<file path="src/rtl/tlb_pkg.sv">
// -----------------------------------------------------------------------------
// tlb_pkg
// Shared types and constants for the TLB maintenance-op controller.
//   TLBNUM       : number of TLB entries
//   IDX_W        : TLB index width ($clog2(TLBNUM))
//   TLBOpType    : MEM-stage TLB op encoding (TLBP/TLBR/TLBWI/TLBWR)
//   TLBCtrlState : sequencer states
// -----------------------------------------------------------------------------
package tlb_pkg;

  localparam int TLBNUM = 16;
  localparam int IDX_W  = $clog2(TLBNUM);

  typedef enum logic [1:0] {
    TLBP  = 2'b00,
    TLBR  = 2'b01,
    TLBWI = 2'b10,
    TLBWR = 2'b11
  } TLBOpType;

  typedef enum logic [2:0] {
    ST_IDLE   = 3'd0,
    ST_SRCH   = 3'd1,
    ST_RD     = 3'd2,
    ST_WR     = 3'd3,
    ST_COMMIT = 3'd4
  } TLBCtrlState;

endpackage

</file>
<file path="src/rtl/tlb_random_ctr.sv">
// -----------------------------------------------------------------------------
// tlb_random_ctr
// CP0 Random register. Counts down once per cycle from TLBNUM-1 to cp0_wired
// and wraps back to TLBNUM-1, so TLBWR never replaces a wired entry.
// Only built when TLB_RANDOM_EN is defined.
// Ports:
//   clk, rst      : clock, synchronous active-high reset (Random -> TLBNUM-1)
//   cp0_wired     : CP0 Wired value (lower bound of Random)
//   cp0_wired_we  : Wired being written; reloads Random to TLBNUM-1
//   random        : current Random value
// -----------------------------------------------------------------------------
module tlb_random_ctr #(
  parameter int TLBNUM = 16,
  parameter int IDX_W  = 4
) (
  input  logic             clk,
  input  logic             rst,
  input  logic [IDX_W-1:0] cp0_wired,
  input  logic             cp0_wired_we,
  output logic [IDX_W-1:0] random
);

  localparam logic [IDX_W-1:0] MAX_IDX = IDX_W'(TLBNUM - 1);

  logic [IDX_W-1:0] r_random;
  logic [IDX_W-1:0] w_random_nxt;

  // Reload when Wired is being written, when Wired leaves no random range,
  // or when the bottom of the range has been reached. Using <= also pulls
  // Random back into range if Wired ever moves above it.
  always_comb begin
    w_random_nxt = r_random - IDX_W'(1);
    if (cp0_wired_we || (cp0_wired >= MAX_IDX) || (r_random <= cp0_wired)) begin
      w_random_nxt = MAX_IDX;
    end
  end

  always_ff @(posedge clk) begin
    if (rst) begin
      r_random <= MAX_IDX;
    end else begin
      r_random <= w_random_nxt;
    end
  end

  assign random = r_random;

endmodule

</file>
<file path="src/rtl/tlb_op_ctrl.sv">
// -----------------------------------------------------------------------------
// tlb_op_ctrl
// Sequences TLBP / TLBR / TLBWI / TLBWR from the MEM stage: borrows TLB search
// port 1 for TLBP, drives the TLB read/write ports, writes results back to CP0
// and stalls IF..MEM until the op reaches COMMIT (2 cycles accept -> op_done).
// Optional feature macro: TLB_RANDOM_EN (CP0 Random counter; TLBWR uses the
// Random value sampled at accept). Without it Random is tied to TLBNUM-1 and
// TLBWR behaves as TLBWI.
// Ports:
//   clk, rst                       : clock, synchronous active-high reset
//   op_valid, op_type, mem_flush   : MEM-stage op request and flush
//   stall_req, op_done             : pipeline hold, completion pulse
//   s1_sel, s1_found, s1_index     : search port 1 select and result
//   tlb_we, tlb_w_index            : TLB write port control
//   tlb_r_index                    : TLB read port index
//   cp0_index, cp0_wired(_we)      : CP0 Index / Wired inputs
//   cp0_probe_we/_p/_index         : Index register update from TLBP
//   cp0_read_we                    : EntryHi/Lo load from TLBR
//   random                         : CP0 Random value
// -----------------------------------------------------------------------------
module tlb_op_ctrl #(
  parameter int TLBNUM = 16,
  parameter int IDX_W  = 4
) (
  input  logic             clk,
  input  logic             rst,
  input  logic             op_valid,
  input  logic [1:0]       op_type,
  input  logic             mem_flush,
  output logic             stall_req,
  output logic             op_done,
  output logic             s1_sel,
  input  logic             s1_found,
  input  logic [IDX_W-1:0] s1_index,
  output logic             tlb_we,
  output logic [IDX_W-1:0] tlb_w_index,
  output logic [IDX_W-1:0] tlb_r_index,
  input  logic [IDX_W-1:0] cp0_index,
  input  logic [IDX_W-1:0] cp0_wired,
  input  logic             cp0_wired_we,
  output logic             cp0_probe_we,
  output logic             cp0_probe_p,
  output logic [IDX_W-1:0] cp0_probe_index,
  output logic             cp0_read_we,
  output logic [IDX_W-1:0] random
);

  import tlb_pkg::*;

  TLBCtrlState      r_state;
  TLBCtrlState      w_state_nxt;
  TLBOpType         r_op;
  logic [IDX_W-1:0] r_w_idx;
  logic             r_found;
  logic [IDX_W-1:0] r_idx;
  logic             w_accept;
  logic [IDX_W-1:0] w_w_idx_sel;
  logic [IDX_W-1:0] w_random;

`ifdef TLB_RANDOM_EN
  tlb_random_ctr #(
    .TLBNUM (TLBNUM),
    .IDX_W  (IDX_W)
  ) u_random (
    .clk          (clk),
    .rst          (rst),
    .cp0_wired    (cp0_wired),
    .cp0_wired_we (cp0_wired_we),
    .random       (w_random)
  );

  assign w_w_idx_sel = (op_type == TLBWR) ? w_random : cp0_index;
`else
  // No Random counter: Wired inputs have no effect.
  logic w_unused_wired;
  assign w_unused_wired = ^{cp0_wired, cp0_wired_we};

  assign w_random    = IDX_W'(TLBNUM - 1);
  assign w_w_idx_sel = cp0_index;
`endif

  assign random   = w_random;
  assign w_accept = (r_state == ST_IDLE) && op_valid && !mem_flush;

  // State register
  always_ff @(posedge clk) begin
    if (rst) begin
      r_state <= ST_IDLE;
    end else begin
      r_state <= w_state_nxt;
    end
  end

  // Op context: data only, qualified by state so no reset is needed.
  always_ff @(posedge clk) begin
    if (w_accept) begin
      r_op    <= TLBOpType'(op_type);
      r_w_idx <= w_w_idx_sel;
    end
    if (r_state == ST_SRCH) begin
      r_found <= s1_found;
      r_idx   <= s1_index;
    end
  end

  // Next-state logic
  always_comb begin
    w_state_nxt = ST_IDLE;
    case (r_state)
      ST_IDLE: begin
        if (w_accept) begin
          case (TLBOpType'(op_type))
            TLBP:    w_state_nxt = ST_SRCH;
            TLBR:    w_state_nxt = ST_RD;
            default: w_state_nxt = ST_WR;
          endcase
        end
      end
      ST_SRCH, ST_RD, ST_WR: begin
        // A flush abandons the op before anything becomes architectural.
        w_state_nxt = mem_flush ? ST_IDLE : ST_COMMIT;
      end
      default: w_state_nxt = ST_IDLE;
    endcase
  end

  // Output logic
  always_comb begin
    stall_req       = 1'b0;
    op_done         = 1'b0;
    s1_sel          = 1'b0;
    tlb_we          = 1'b0;
    tlb_w_index     = '0;
    tlb_r_index     = '0;
    cp0_probe_we    = 1'b0;
    cp0_probe_p     = 1'b0;
    cp0_probe_index = '0;
    cp0_read_we     = 1'b0;
    case (r_state)
      ST_IDLE: stall_req = w_accept;
      ST_SRCH: begin
        stall_req = 1'b1;
        s1_sel    = 1'b1;
      end
      ST_RD: begin
        stall_req   = 1'b1;
        tlb_r_index = cp0_index;
      end
      ST_WR: begin
        stall_req   = 1'b1;
        tlb_we      = !mem_flush;
        tlb_w_index = r_w_idx;
      end
      ST_COMMIT: begin
        // Stall drops here so the op leaves MEM as its CP0 result lands.
        op_done = !mem_flush;
        if (r_op == TLBP) begin
          cp0_probe_we    = !mem_flush;
          cp0_probe_p     = !r_found;
          cp0_probe_index = r_found ? r_idx : '0;
        end
        if (r_op == TLBR) begin
          cp0_read_we = !mem_flush;
          tlb_r_index = cp0_index;
        end
      end
      default: ;
    endcase
  end

endmodule

</file>
<file path="config.mk">
export PLATFORM = sky130hd
export DESIGN_NAME = tlb_op_ctrl
export DESIGN_NICKNAME = d
export VERILOG_FILES = /design/src/rtl/tlb_pkg.sv /design/src/rtl/tlb_random_ctr.sv /design/src/rtl/tlb_op_ctrl.sv
export SDC_FILE = /design/constraint.sdc
export NUM_CORES = 1
export LEC_CHECK = 0
export CORE_MARGIN = 5
export CORE_UTILIZATION = 33
export CTS_CLUSTER_DIAMETER = 120
export CTS_CLUSTER_SIZE = 24
export DETAILED_ROUTE_END_ITERATION = 8
export PLACE_DENSITY = 0.82
export REMOVE_ABC_BUFFERS = 1
export SYNTH_ARGS = -nofsm -noshare
export SYNTH_HDL_FRONTEND = slang
export SYNTH_SLANG_ARGS = --single-unit
</file>
<file path="constraint.sdc">
create_clock -name clk -period 1.4 [get_ports clk]
set_input_delay 0.35 -clock clk [delete_from_list [all_inputs] [get_ports clk]]
set_output_delay 0.35 -clock clk [all_outputs]
set_load 0.01 [all_outputs]
</file>
Word level (Yosys, flattened, before mapping) --
Cells that the tools add are included. Widths: inputs -> output; s select.
Storage, ports and cells: flip-flop bits (word level) 14, bits of input ports 20, word-level logic and storage cells 39
Cells by class: eq/ne operators 6, mux-type cells 20, reduce and logical (&&, ||, !) cells 8
Operators by type and width (count):
- $mux 4 | 5
- $mux 1 | 9
- $pmux 4 s2 | 1
- $eq 3x2->1 const B | 2
- $pmux 3 s2 | 1
- $eq 2x1->1 const B | 2
- $logic_not 2->1 | 2
- $pmux 2 s2 | 1
- $eq 3x1->1 const B | 1
- $eq 3x3->1 const B | 1
- $logic_not 3->1 | 1
- $mux 3 | 1
- $reduce_or 3->1 | 1
- $logic_and 1x1->1 | 2
- $logic_not 1->1 | 2
- $mux 2 | 1
- $pmux 1 s2 | 1

Longest topological paths before layout --
Gate-level depths: netlist of the first run.
depth after elaboration 5, gate-level depth with buffers 3, gate-level depth less buffers 2

Least setup slack after synthesis of the first run --
OpenSTA, ideal clock, no wires.
path kind flip-flop to output port, start reg r_op[1], end out cp0_probe_index[0], data arrival time 1227 ps, data required time 1050 ps, setup slack -177 ps, cell stages (with the launch flop) 4, buffers on the path 1, cell sequence edfxtp_1 -> or3b_1 -> buf_2 -> nor3_1
Between the ends: word-level cells in the longest chain between the ends 3
RTL lines:
- from (decl) | RTL line tlb_op_ctrl.sv:52 | TLBOpType r_op;
- from (signal assigned) | RTL line tlb_op_ctrl.sv:97 | r_op <= TLBOpType'(op_type);
- $logic_not 2->1 | RTL line tlb_op_ctrl.sv:157 | if (r_op == TLBP) begin
- $mux 4 | RTL line tlb_op_ctrl.sv:157
- $mux 4 | RTL line tlb_op_ctrl.sv:139 | case (r_state)
- to (decl) | RTL line tlb_op_ctrl.sv:43 | output logic [IDX_W-1:0] cp0_probe_index,
Every way passes these cells.

Worst setup path after layout of the first run --
start reg r_op[1], end out cp0_probe_index[1]
The elaborated chain is that of the path after synthesis.

==> flow_metrics.env, run 1 <==
export IMPL_violations="negative setup slack"
export IMPL_chipHeight_um=56.8
export IMPL_clk_pin_slew_ns=0.09
export IMPL_synthCells=64
export IMPL_outcome="complete, but fails checks"
export IMPL_yosysSeqAreaShare_pct=54.1
export IMPL_synthTopCellsByArea="edfxtp_1 (46%), dfxtp_1 (8.3%), nand2b_1 (5.2%)"
export IMPL_htreeDepth=1
export IMPL_synth_cell_types=24
export IMPL_nets=142
export IMPL_grt_pass1_vias=609
export IMPL_rsz0062_at_grt="true"
export IMPL_io_pins=43
export IMPL_dpl_hpwl_um=1450
export IMPL_slowest_stage="or3b_4"
export IMPL_path_class="reg -> out"
export IMPL_post_route_util_pct=63.1
export IMPL_first_iter_violations=9
export IMPL_power_density_mw_per_mm2=687
export IMPL_viasPerCell=4.51
export IMPL_min_period_over_period_pct=129
export IMPL_rows=17
export IMPL_start_kind="register"
export IMPL_worst_path_largest_cell_delay_ns=0.47
export IMPL_hold_path_class="in -> reg"
export IMPL_yosysWarnings=0
export IMPL_grt_pass1_wl_um=3130
export IMPL_dp_slack_ns=-0.953
export IMPL_syn_area_sq_um=722
export IMPL_wl_um=2260
export IMPL_io_buffers=33
export IMPL_cts_sinks=14
export IMPL_die_w_um=56.8
export IMPL_grt_usage_pct=12.8
export IMPL_areaGrowthSynthToFinish_pct=87.7
export IMPL_ys_ff_latch=14
export IMPL_crit_buf_inv=1
export IMPL_n_antenna_cell=0
export IMPL_fmax_mhz=554
export IMPL_critPathMaxFanout=6
export IMPL_drc=0
export IMPL_drt_first_pass_iters=4
export IMPL_postRouteAntennaNets=0
export IMPL_finalHoldViolCount=0
export IMPL_die_area_sq_mm=0.00322
export IMPL_critical_path_top_delay_family="simple AND/OR/NAND/NOR gates"
export IMPL_overflow=0
export IMPL_tritoncts="done"
export IMPL_post_route_min_period_ns=1.81
export IMPL_finalWorstSetupSlack_ns=-0.406
export IMPL_syn_avg_cell_area_sq_um=11.3
export IMPL_yosysTopAreaCell="edfxtp_1"
export IMPL_leakage_nw=0.570
export IMPL_vias=672
export IMPL_insertion_delay_ns=0.29
export IMPL_antenna_found_initial=0
export IMPL_cts_buffer_depth=2
export IMPL_synth_top_area_share_pct=45.8
export IMPL_drv_slew=0
export IMPL_gp_congestion=0.693
export IMPL_crit_chain="or3b_4 > nor3_2 > buf_2"
export IMPL_setup_viol=25
export IMPL_postLayoutCellArea_sq_mm=0.00136
export IMPL_wire_per_inst_um=15.1
export IMPL_peakVddDrop_v=0.000546
export IMPL_cts_root_buf="clkbuf_4"
export IMPL_start_util_pct=33.6
export IMPL_core_area_sq_mm=0.00215
export IMPL_grt_max_degree=9
export IMPL_cts_buffers=3
export IMPL_dpl_cell_area_sq_mm=0.00115
export IMPL_finalClockSkew_ns=0.00392
export IMPL_arrival_ns=1.46
export IMPL_cap_violations=0
export IMPL_cp_end_kind="output port"
export IMPL_required_ns=1.05
export IMPL_drive_above_1_share_pct=62.0
==> report_power, final <==
part / switching [mW] / internal (mW)
registers: 0.00667 / 0.465
logic: 0.0908 / 0.115
clock network: 0.143 / 0.111
total: 0.241 / 0.691
==> tightest hold or removal path: cells and delay by family <==
kind | cells | cell delay (ns)
simple gates | 1 | 0.05
buf+inv | 2 | 0.33
==> layout by cell type, fill, tap and decap left out <==
| cell type | synthesis | routed |
|---|---|---|
| a2111oi_4 | 1 | 1 |
| a21oi_2 | 0 | 5 |
| and2_1 | 4 | 2 |
| and2_4 | 0 | 2 |
| and3b_2 | 1 | 1 |
| buf_2 | 2 | 16 |
| buf_4 | 4 | 12 |
| buf_6 | 0 | 14 |
| clkbuf_1 | 0 | 1 |
| clkbuf_4 | 0 | 3 |
| clkdlybuf4s15_2 | 0 | 1 |
| clkdlybuf4s50_1 | 0 | 12 |
| conb_1 | 1 | 4 |
| dfxtp_2 | 0 | 3 |
| dlygate4sd2_1 | 0 | 1 |
| edfxtp_1 | 11 | 11 |
| inv_1 | 2 | 2 |
| nand2_1 | 4 | 4 |
| nand2b_1 | 6 | 5 |
| nand2b_4 | 0 | 1 |
| nand4bb_4 | 0 | 1 |
| nor2_1 | 5 | 3 |
| nor2_4 | 0 | 2 |
| nor2b_4 | 0 | 1 |
| nor3_2 | 0 | 5 |
| nor3b_4 | 0 | 1 |
| nor4_1 | 1 | 1 |
| nor4_4 | 0 | 1 |
| nor4b_4 | 1 | 1 |
| or2_4 | 0 | 1 |
| or2b_4 | 0 | 1 |
| or3_4 | 0 | 1 |
| or3b_4 | 0 | 1 |
==> path summary, 6_finish.rpt <==
kind         slack, ns       start  depth (start not counted)                 end
max              -0.41     r_op[1]                          3  cp0_probe_index[1]
min               0.48   mem_flush                          3          r_state[2]
max reg2reg      -0.07  r_state[0]                          5          r_w_idx[0]
min reg2reg       0.61  r_state[2]                          3          r_state[2]
==> routing by layer <==
metal	routed length [um]	track usage, %	vias to the layer above	part of all wire, %
li1	-	-	331	-
met4	42	6.95	0	1.9
met3	101	3.22	4	4.5
met2	1180	20.5	17	52
met1	933	15.8	320	41
met5	0	0	-	0
==> logic make-up (layout without fill, tap and decap cells) <==
logic type             Yosys count  after routing  share of synthesized area [%]
AOI/OAI and AO/OA                6              6                           7.28
and+or+nand+nor                 35             35                           31.5
DFF                             14             14                           54.1
other                            1              4                          0.519
buffers and inverters            8             62                           6.59
==> Yosys cell counts <==
master	count
a2111oi_4	1
a21oi_1	5
and2_1	4
and3b_2	1
buf_2	2
buf_4	4
conb_1	1
dfxtp_1	3
edfxtp_1	11
inv_1	2
nand2_1	4
nand2b_1	6
nand4bb_1	1
nor2_1	5
nor2b_1	1
nor3_1	5
nor3b_1	1
nor4_1	1
nor4_2	1
nor4b_4	1
or2_0	1
or2b_1	1
or3_1	1
or3b_1	1
==> through the flow <==
step / cells / hold slack, ns / power (mW) / TNS [ns]
floorplan: 61 / 0.421 / 0.532 / -1.87
global placement: 134 / 0.566 / 0.624 / -13.70
detailed placement: 134 / 0.558 / 0.629 / -14.29
CTS: 141 / 0.460 / 0.886 / -6.70
global route: 149 / 0.485 / 0.966 / -7.57
finish: 149 / 0.477 / 0.932 / -6.25
==> final cells by class <==
cell class              instances  area (sq um)
fillers                       169           793
repair buffers                 56           468
multi-input cells              45           424
flip-flops and latches         14           394
well taps                      28          35.0
clock buffers                   4          26.3
inverters                       2          7.51
==> state kept, by name (all words and copies together) (netlist names) <==
register / flops
r_idx: 4
r_w_idx: 4
r_state: 3
r_op: 2
r_found: 1
==> repair_timing <==
item	CTS	global route
hold endpoints to repair	0	0
pin swaps	16	12
resized for setup	89	37
cloned	0	0
hold buffers	0	0
endpoints found under the setup margin	27	26
buffers inserted	3	9
Power figures use the tool's default switching activity.
==> inputs of run 2 (changes only) <==
--- a/config.mk
+++ b/config.mk
@@ -7,11 +7,14 @@
 export LEC_CHECK = 0
 export CORE_MARGIN = 5
 export CORE_UTILIZATION = 33
+export CTS_BUF_LIST = sky130_fd_sc_hd__clkbuf_16
 export CTS_CLUSTER_DIAMETER = 120
 export CTS_CLUSTER_SIZE = 24
 export DETAILED_ROUTE_END_ITERATION = 8
+export GPL_ROUTABILITY_DRIVEN = 0
 export PLACE_DENSITY = 0.82
 export REMOVE_ABC_BUFFERS = 1
 export SYNTH_ARGS = -nofsm -noshare
 export SYNTH_HDL_FRONTEND = slang
+export SYNTH_HIERARCHICAL = 1
 export SYNTH_SLANG_ARGS = --single-unit
==> flow_metrics.env, run 2 <==
export IMPL_postRouteAntennaNets=0
export IMPL_ys_top_cells_by_count="edfxtp_1 (11), nand2b_1 (6), a21oi_1 (5), nor2_1 (5), nor3_1 (5)"
export IMPL_nets=137
export IMPL_io_pins=43
export IMPL_synth_most_common_cell="edfxtp_1"
export IMPL_insertion_delay_ns=0.24
export IMPL_n_antenna_cell=0
export IMPL_postCtsHoldBufs=0
export IMPL_crit_buf_inv=1
export IMPL_min_period_over_period_pct=125
export IMPL_wire_per_inst_um=15.3
export IMPL_overflow=0
export IMPL_clk_pin_slew_ns=0.04
export IMPL_rows=17
export IMPL_tritoncts="done"
export IMPL_nFillCells=157
export IMPL_post_route_min_period_ns=1.75
export IMPL_p_switching_mw=0.240
export IMPL_areaGrowthSynthToFinish_pct=84.2
export IMPL_p_comb_share_pct=16.4
export IMPL_critPathMaxFanout=6
export IMPL_intPower_mw=0.951
export IMPL_required_ns=1.05
export IMPL_cts_buffer_depth=2
export IMPL_io_buffers=33
export IMPL_grt_pass1_wl_um=3550
export IMPL_reg_top3="r_idx: 4 flops, r_w_idx: 4 flops, r_state: 3 flops"
export IMPL_first_iter_violations=9
export IMPL_yosysTopAreaCell="edfxtp_1"
export IMPL_fmax_mhz=571
export IMPL_rsz0062_at_grt="true"
export IMPL_antenna_found_initial=0
export IMPL_drive_above_1_share_pct=56.0
export IMPL_setup_viol=25
export IMPL_core_area_sq_mm=0.00215
export IMPL_final_cell_mix="buf_2 (19), clkdlybuf4s50_1 (12), edfxtp_1 (11)"
export IMPL_p_sw_share_pct=20.2
export IMPL_chipHeight_um=56.8
export IMPL_finalHoldViolCount=0
export IMPL_drv_slew=0
export IMPL_violations="negative setup slack"
export IMPL_yosysSeqAreaShare_pct=54.1
export IMPL_arrival_ns=1.40
export IMPL_drc=0
export IMPL_power_density_mw_per_mm2=895
export IMPL_synth_compound_area_share_pct=7.28
export IMPL_ys_ff_latch=14
export IMPL_cts_sinks=14
export IMPL_finalWorstSetupSlack_ns=-0.351
export IMPL_critical_path_top_delay_family="simple AND/OR/NAND/NOR gates"
export IMPL_crit_chain="or3b_4 > nor3_2 > buf_2"
export IMPL_dp_slack_ns=-0.953
export IMPL_hold_path_class="in -> reg"
export IMPL_leakage_nw=0.562
export IMPL_clkPwrFrac_pct=43.8
export IMPL_synthCells=64
export IMPL_die_area_sq_mm=0.00322
export IMPL_worst_path_largest_cell_delay_ns=0.47
export IMPL_synthTopCellsByArea="edfxtp_1 (46%), dfxtp_1 (8.3%), nand2b_1 (5.2%)"
export IMPL_path_class="reg -> out"
export IMPL_synth_top_area_share_pct=45.8
export IMPL_cap_violations=0
export IMPL_synth_top_family_by_area="simple AND/OR/NAND/NOR gates"
export IMPL_async_flop_share_pct=0
export IMPL_finalClockSkew_ns=0.000967
export IMPL_vias=652
export IMPL_synth_xor_xnor_area_share_pct=0
export IMPL_postLayoutCellArea_sq_mm=0.00133
export IMPL_cts_buffers=3
export IMPL_grt_usage_pct=14.8
export IMPL_syn_area_sq_um=722
export IMPL_yosysWarnings=6
export IMPL_synthSimpleGateAreaFrac_pct=31.5
export IMPL_slowest_stage="or3b_4"
export IMPL_dpl_cell_area_sq_mm=0.00115
export IMPL_dpl_hpwl_um=1450
export IMPL_viasPerCell=4.53
export IMPL_peakVddDrop_v=0.000544
export IMPL_seq_power_share_pct=39.9
export IMPL_synth_fa_ha_area_share_pct=0
export IMPL_drt_first_pass_iters=4
export IMPL_final_common_cell="buf_2"
export IMPL_grt_pass1_vias=685
export IMPL_wl_um=2200
export IMPL_start_util_pct=33.6
export IMPL_synth_main_ff_cell="edfxtp_1"
export IMPL_die_w_um=56.8
export IMPL_cts_root_buf="clkbuf_16"
export IMPL_synth_cell_types=24
export IMPL_htreeDepth=1
export IMPL_syn_avg_cell_area_sq_um=11.3
export IMPL_start_kind="register"
export IMPL_synth_edf_count=11
export IMPL_grt_max_degree=9
export IMPL_outcome="complete, but fails checks"
export IMPL_synth_mux_area_share_pct=0
export IMPL_cp_end_kind="output port"
[run 2: cell counts after synthesis]
No cell type changed its count.
[run 2: cells by family after synthesis]
family / after synthesis
other: 1
AND/OR/NAND/NOR: 35
flip-flops: 14
buffers and inverters: 8
AO/OA/AOI/OAI: 6
[run 2: final cells by class]
type	count	area (sq um)	share of cell area [%]
timing repair buffer	51	417	31.3
multi-input combinational	45	399	30.0
clock inverter	1	3.75	0.282
tap	28	35.0	2.63
clock buffer	3	75.1	5.64
sequential	14	393	29.5
inverter	2	7.51	0.564
[run 2: worst min-delay path, cell delays in order]
cell	delay, ns
buf_2	0.10
buf_4	0.13
nor4_1	0.05
[run 2: power groups by stage]
stage               Combinational, mW  Sequential [mW]  Clock, mW
floorplan                      0.0504            0.481          0
global placement                0.146            0.478          0
detailed placement              0.150            0.479          0
global route                    0.207            0.476      0.554
CTS                             0.181            0.474      0.530
finish                          0.195            0.475      0.521
[run 2: per-stage QoR]
step | total power [mW] | std cells | hold WS, ns | utilization [%] | TNS (ns)
2_1_floorplan | 0.532 | 61 | 0.421 | - | -1.87
3_3_place_gp | 0.624 | 134 | 0.566 | 53.5 | -13.70
3_5_place_dp | 0.629 | 134 | 0.558 | 53.5 | -14.29
4_1_cts | 1.19 | 143 | 0.424 | 60.0 | -5.04
5_1_grt | 1.24 | 144 | 0.447 | 61.9 | -6.35
6_report | 1.19 | 144 | 0.428 | 61.9 | -5.18
[run 2: worst paths after layout]
check        slack [ns]                  to       start  cells past startpoint
max               -0.35  cp0_probe_index[3]     r_op[1]                      3
min                0.43          r_state[2]   mem_flush                      3
max reg2reg       -0.06          r_w_idx[1]  r_state[0]                      5
min reg2reg        0.64          r_state[2]  r_state[2]                      3
[run 2: repair_timing]
item,in CTS,in global routing
resized for setup,104,10
endpoints found under the setup margin,27,26
buffers inserted,5,2
pin swaps,17,8
[run 2: routing by layer]
| layer | GRT usage [%] | routed length (um) | part of all wire (%) |
|---|---|---|---|
| met4 | 7.95 | 28 | 1.3 |
| met3 | 2.53 | 88 | 4.0 |
| met2 | 26.4 | 1250 | 57 |
| met5 | 0 | 0 | 0 |
| met1 | 16.4 | 829 | 38 |
